File: config.mk
export PLATFORM = sky130hd
export DESIGN_NAME = feature_bank_router
export DESIGN_NICKNAME = d
export VERILOG_FILES = /design/src/rtl/feature_bank_router_pkg.sv /design/src/rtl/feature_bank_state.sv /design/src/rtl/feature_bank_router.sv
export SDC_FILE = /design/constraint.sdc
export NUM_CORES = 1
export LEC_CHECK = 0
export ABC_AREA = 1
export CAP_MARGIN = 5
export CELL_PAD_IN_SITES_DETAIL_PLACEMENT = 0
export CELL_PAD_IN_SITES_GLOBAL_PLACEMENT = 1
export CORE_ASPECT_RATIO = 0.8
export CORE_MARGIN = 4
export CORE_UTILIZATION = 30
export CTS_CLUSTER_DIAMETER = 50
export DETAILED_ROUTE_END_ITERATION = 8
export GPL_ROUTABILITY_DRIVEN = 0
export PLACE_DENSITY_LB_ADDON = 0.1
export RECOVER_POWER = 100
export REMOVE_ABC_BUFFERS = 1
export SYNTH_ARGS = -nofsm -noshare
export SYNTH_HDL_FRONTEND = slang
export SYNTH_SLANG_ARGS = --single-unit
File: constraint.sdc
create_clock -name clk -period 2.51 [get_ports clk]
set_input_delay 0.502 -clock clk [delete_from_list [all_inputs] [get_ports clk]]
set_output_delay 0.502 -clock clk [all_outputs]
set_load 0.02 [all_outputs]
File: src/rtl/feature_bank_router_pkg.sv
// Shared constants and bank-state encoding for the feature bank router.
package feature_bank_router_pkg;

  // Default bank count and beat width used when the router is not overridden.
  localparam int NUM_FEATURE_BANKS  = 2;
  localparam int DEF_DATA_BUS_WIDTH = 32;

  // Occupancy of one feature buffer bank.
  typedef enum logic [1:0] {
    BANK_FREE    = 2'd0,
    BANK_FILLING = 2'd1,
    BANK_FULL    = 2'd2
  } bank_state_e;

endpackage

File: src/rtl/feature_bank_state.sv
// Occupancy tracker for a single feature buffer bank: FREE -> FILLING -> FULL -> FREE.
module feature_bank_state
  import feature_bank_router_pkg::*;
(
  input  logic clk,
  input  logic rst,
  input  logic i_start,    // a beat was accepted into this bank
  input  logic i_last,     // that beat closes the tile
  input  logic i_release,  // compute is done with this bank
  output logic o_full
);

  bank_state_e r_state, w_next;

  // State register.
  always_ff @(posedge clk) begin
    if (rst) r_state <= BANK_FREE;
    else     r_state <= w_next;
  end

  // Next state; a single-beat tile goes straight from FREE to FULL.
  always_comb begin
    w_next = r_state;
    case (r_state)
      BANK_FREE:    if (i_start) w_next = i_last ? BANK_FULL : BANK_FILLING;
      BANK_FILLING: if (i_start && i_last) w_next = BANK_FULL;
      BANK_FULL:    if (i_release) w_next = BANK_FREE;
      default:      w_next = BANK_FREE;
    endcase
  end

  assign o_full = (r_state == BANK_FULL);

endmodule

File: src/rtl/feature_bank_router.sv
// Routes fetcher write beats into NUM_BANKS feature buffers with automatic
// ping-pong on end-of-tile, back-pressure on full banks and a legacy manual mode.
module feature_bank_router
  import feature_bank_router_pkg::*;
#(
  parameter int NUM_BANKS      = NUM_FEATURE_BANKS,
  parameter int DATA_BUS_WIDTH = DEF_DATA_BUS_WIDTH,
  parameter int ADDR_WIDTH     = 8,
  parameter int BANK_DEPTH     = 256,
  parameter int SEL_WIDTH      = $clog2(NUM_BANKS)
) (
  input  logic                                clk,
  input  logic                                rst,
  input  logic                                manual_mode,
  input  logic [SEL_WIDTH-1:0]                wr_sel,
  input  logic                                fetcher_to_mem,
  input  logic [ADDR_WIDTH-1:0]               wr_feature_addr,
  input  logic [DATA_BUS_WIDTH-1:0]           wr_feature_data,
  input  logic                                wr_last,
  output logic                                wr_ready,
  output logic [NUM_BANKS-1:0]                bank_wr_en,
  output logic [NUM_BANKS*ADDR_WIDTH-1:0]     bank_wr_addr,
  output logic [NUM_BANKS*DATA_BUS_WIDTH-1:0] bank_wr_data,
  output logic [NUM_BANKS-1:0]                bank_full,
  input  logic [NUM_BANKS-1:0]                bank_release,
  output logic [SEL_WIDTH-1:0]                fill_bank,
  output logic [ADDR_WIDTH:0]                 tile_words,
  output logic                                overflow_err
);

  localparam int                   CNT_W     = ADDR_WIDTH + 1;
  localparam logic [CNT_W-1:0]     DEPTH_C   = CNT_W'(BANK_DEPTH);
  localparam logic [SEL_WIDTH-1:0] LAST_BANK = SEL_WIDTH'(NUM_BANKS - 1);

  logic [NUM_BANKS-1:0]                     w_full;
  logic [NUM_BANKS-1:0]                     w_hit;
  logic                                     w_fill_full;
  logic                                     w_accept;
  logic                                     w_auto_acc;
  logic [SEL_WIDTH-1:0]                     w_tgt;
  logic [SEL_WIDTH-1:0]                     r_fill;
  logic [CNT_W-1:0]                         r_cnt;
  logic [CNT_W-1:0]                         r_tile_words;
  logic                                     r_ovf;
  logic [NUM_BANKS-1:0]                     r_en;
  logic [NUM_BANKS-1:0][ADDR_WIDTH-1:0]     r_addr;
  logic [NUM_BANKS-1:0][DATA_BUS_WIDTH-1:0] r_data;

  // Occupancy of the bank currently being filled (drives back-pressure).
  always_comb begin
    w_fill_full = 1'b0;
    for (int i = 0; i < NUM_BANKS; i++)
      if (r_fill == SEL_WIDTH'(i)) w_fill_full = w_full[i];
  end

  // Ready depends only on registered state, never on fetcher_to_mem.
  assign wr_ready   = !rst && (manual_mode || !w_fill_full);
  assign w_accept   = fetcher_to_mem && wr_ready;
  assign w_auto_acc = w_accept && !manual_mode;
  assign w_tgt      = manual_mode ? wr_sel : r_fill;

  // One-hot bank hit; an out-of-range manual select hits nothing and the beat is dropped.
  always_comb begin
    w_hit = '0;
    for (int i = 0; i < NUM_BANKS; i++)
      if (w_accept && (w_tgt == SEL_WIDTH'(i))) w_hit[i] = 1'b1;
  end

  // Manual mode freezes occupancy: no starts, no releases.
  for (genvar g = 0; g < NUM_BANKS; g++) begin : g_bank
    feature_bank_state u_state (
      .clk       (clk),
      .rst       (rst),
      .i_start   (w_hit[g] && !manual_mode),
      .i_last    (wr_last),
      .i_release (bank_release[g] && !manual_mode),
      .o_full    (w_full[g])
    );
  end

  // Registered bank write ports; non-selected banks are held at zero.
  always_ff @(posedge clk) begin
    if (rst) begin
      r_en   <= '0;
      r_addr <= '0;
      r_data <= '0;
    end else begin
      for (int i = 0; i < NUM_BANKS; i++) begin
        r_en[i]   <= w_hit[i];
        r_addr[i] <= w_hit[i] ? wr_feature_addr : '0;
        r_data[i] <= w_hit[i] ? wr_feature_data : '0;
      end
    end
  end

  // Tile bookkeeping in auto mode: beat count, completed-tile size, bank advance, overflow.
  always_ff @(posedge clk) begin
    if (rst) begin
      r_fill       <= '0;
      r_cnt        <= '0;
      r_tile_words <= '0;
      r_ovf        <= 1'b0;
    end else if (w_auto_acc) begin
      if (r_cnt == DEPTH_C) r_ovf <= 1'b1;
      if (wr_last) begin
        r_tile_words <= r_cnt + 1'b1;
        r_cnt        <= '0;
        r_fill       <= (r_fill == LAST_BANK) ? '0 : r_fill + 1'b1;
      end else if (r_cnt != DEPTH_C) begin
        r_cnt <= r_cnt + 1'b1;
      end
    end
  end

  assign bank_wr_en   = r_en;
  assign bank_wr_addr = r_addr;
  assign bank_wr_data = r_data;
  assign bank_full    = w_full;
  assign fill_bank    = r_fill;
  assign tile_words   = r_tile_words;
  assign overflow_err = r_ovf;

endmodule

==> impl_metrics.ini <==
[timing]
clock_skew_ps = 4.890
fin_crit_sh_pct = 96.09
slew_headroom_pct = 37.77
setup-tns-final_ps = 0
whs_ps = 478.7
maxSlewViolCount = 0
max_freq_ghz = 0.4146
finalCriticalPeriod_ps = 2412
setup_violations = 0
worstMarginPinSlew_ps = 933.4
finalHoldViolCount = 0
rsz0062_at_grt = false

[floorplanning]
die_area_sq_um = 13410
rows = 34
core-area_sq_um = 11100
die_w_um = 128.5
initial_core_util_pct = 31.38
num_io_pins = 144
dieHeight_um = 104.4

[routing]
drt-total-wl_mm = 8.874
first_iter_violations = 157
dr_total_vias = 2808
wl_per_cell_um = 12.95
viasPerCell = 4.099
drc = 0
ant_nets = 0
firstDrtPassIters = 4

[logic_synthesis]
synthMuxAreaShare_pct = 0
netlist_area_sq_um = 3485
synthAdderAreaFrac_pct = 0.7181
synth_compound_area_share_pct = 5.206
synth-simple-area-share_pct = 21.22
avgSynthCellArea_sq_um = 9.004
synth_top_family_by_area = simple AND/OR/NAND/NOR gates
postSynthCellCount = 387
yosys.area.top_type_share_pct = 60.90
seq_area_frac_synth_pct = 60.90
ys_ff_latch = 106
synthTopCellsByArea = dfxtp_1 (61%), nor2_1 (9.3%), inv_1 (6.4%)
yosys.cell_types.count = 27
synth_xor_area_share_pct = 1.759
synth_top_area_cell = dfxtp_1
yosys_warnings = 0

[critical_path]
slowest_delay_ps = 590
r2r-start = fill_bank
cp.arrival_ps = 1910
rr_worst_depth = 9
cp.required_ps = 2010
start_kind = input port
r2r_end = bank_wr_data[21]
worst-path-max-fanout = 4
cp-end-kind = output port
worstSetupPathType = input port to output port
crit_path_cell_trace = clkdlybuf4s50_1, nor2_1, nand2_1, nand3_2, inv_1, clkdlybuf4s50_1
rrSetupSlack_ps = 470
cp_slowest_cell = clkdlybuf4s50_1
cpMostUsedCell = clkdlybuf4s50_1

[cts]
cts_tree = done
cts.sinks = 106
numCtsBuffers = 9
cts_setup_buffers = 0
clock_latency_ps = 330
cts_hold_buf = 0
clkTransAtPathRegs_ps = 70
htree_num_levels = 3
clock_path_buffers = 2
cts_resized = 0
ctsRootBufferMaster = clkbuf_16

[global_route]
grt_util_all_layers_pct = 13.35
grt_max_degree = 42
antenna_found_initial = 0
gr-total-overflow = 0
grt_pass1_vias = 2739
grt_pass1_wl_mm = 14.06

[power_and_ir_drop]
p_sw_share_pct = 23.32
power_frac_seq_pct = 50.2
clock_power_share_pct = 40.4
irDropWorstVdd_uv = 378.4
p_switching_uw = 809.3
power_frac_comb_pct = 9.4
power_density_nw_per_um2 = 656.9
cell_internal_pwr_mw = 2.661
p_leak_nw = 2.546

[min_path]
hold_depth = 2
hp-class = register to register
hold_end = overflow_err
hp-start = overflow_err

[place]
dp_hpwl_mm = 6.694
port_buffers = 143

[layout]
final_cell_mix = dfxtp_1 (106), nor2_1 (98), dlygate4sd3_1 (95), inv_1 (60), clkdlybuf4s50_1 (48)
fin_nets = 586
diodes = 0
area_growth_pct = 51.63
drive_gt1_share_pct = 7.763
final_common_cell = dfxtp_1

[job]
drv_cap = 0

[outcome]
outcome = complete, no violations
==> routing by layer <==
layer | wire [um] | GRT usage (%) | share of wire, %
met2 | 4033 | 21.26 | 45
met4 | 86 | 4.048 | 0.97
met3 | 632 | 4.723 | 7.1
met1 | 4121 | 16.95 | 46
met5 | 0 | 0 | 0
==> state kept, by name (all words and copies together) (netlist names) <==
register and cells:
bank_wr_data 64, bank_wr_addr 16, r_cnt 9, tile_words 9
g_bank.u_state.r_state 4, bank_wr_en 2, fill_bank 1, overflow_err 1
==> metrics by stage <==
step           power (mW)  instances  area (sq um)  utilization [%]  setup WS [ps]
6_report            3.471        685          5284            47.59          98.07
3_3_place_gp        2.140        669          5076            45.72          101.1
4_1_cts             3.563        685          5378            48.43          67.35
3_5_place_dp        2.142        669          5076            45.72          74.73
5_1_grt             3.620        685          5284            47.59          8.672
2_1_floorplan       1.930        372          3364                -          694.6
==> worst max-delay path by stage <==
stage          slack (ps)            end        start  cells past startpoint
2_1_floorplan         690  bank_wr_en[0]    fill_bank                      7
3_3_place_gp          100       wr_ready  manual_mode                      6
3_5_place_dp           70       wr_ready  manual_mode                      6
4_1_cts                70       wr_ready  manual_mode                      6
5_1_grt                 9       wr_ready  manual_mode                      6
6_report              100       wr_ready  manual_mode                      6
==> synthesized netlist by cell type <==
master / count
buf_12: 1
o2111ai_1: 1
nor2_4: 6
nand4_4: 1
inv_1: 59
o211ai_1: 1
nor3_2: 1
ha_1: 2
nor2_1: 86
nand2_2: 1
nand3_1: 9
nand2_1: 34
clkbuf_1: 2
inv_4: 1
nor3_1: 2
o21ai_0: 12
nor2_2: 19
a21oi_1: 20
dfxtp_1: 106
buf_6: 4
xnor2_1: 1
nand3_2: 1
o21ai_1: 1
inv_2: 2
buf_4: 3
buf_2: 5
xor2_1: 6
==> worst max-delay path, delay by kind of cell <==
family                 cells  cell delay, ps
AND/OR/NAND/NOR            3             230
buffers and inverters      3            1180
==> cells by family after synthesis <==
family | Yosys count
DFF | 106
adders and majority gates | 2
AOI/OAI and AO/OA | 35
xor gates and xnor gates | 7
buffers and inverters | 77
and+or+nand+nor | 160
==> area by class of cell <==
type,instances,area (sq um)
Timing Repair Buffer,153,1500
Sequential cell,106,2122
Fill cell,1079,5819
Multi-Input combinational cell,204,947.2
Clock buffer,9,225.2
Tap cell,144,180.2
Clock inverter,7,76.32
Inverter,62,232.7
==> power by group through the flow <==
stage          logic, mW  clock network, mW  registers [mW]
2_1_floorplan     0.0917                  0            1.84
3_3_place_gp       0.357                  0            1.78
3_5_place_dp       0.358                  0            1.78
4_1_cts            0.360               1.46            1.75
5_1_grt            0.353               1.52            1.75
6_report           0.325               1.40            1.74
Note: power is estimated with default switching activity, not from simulation.
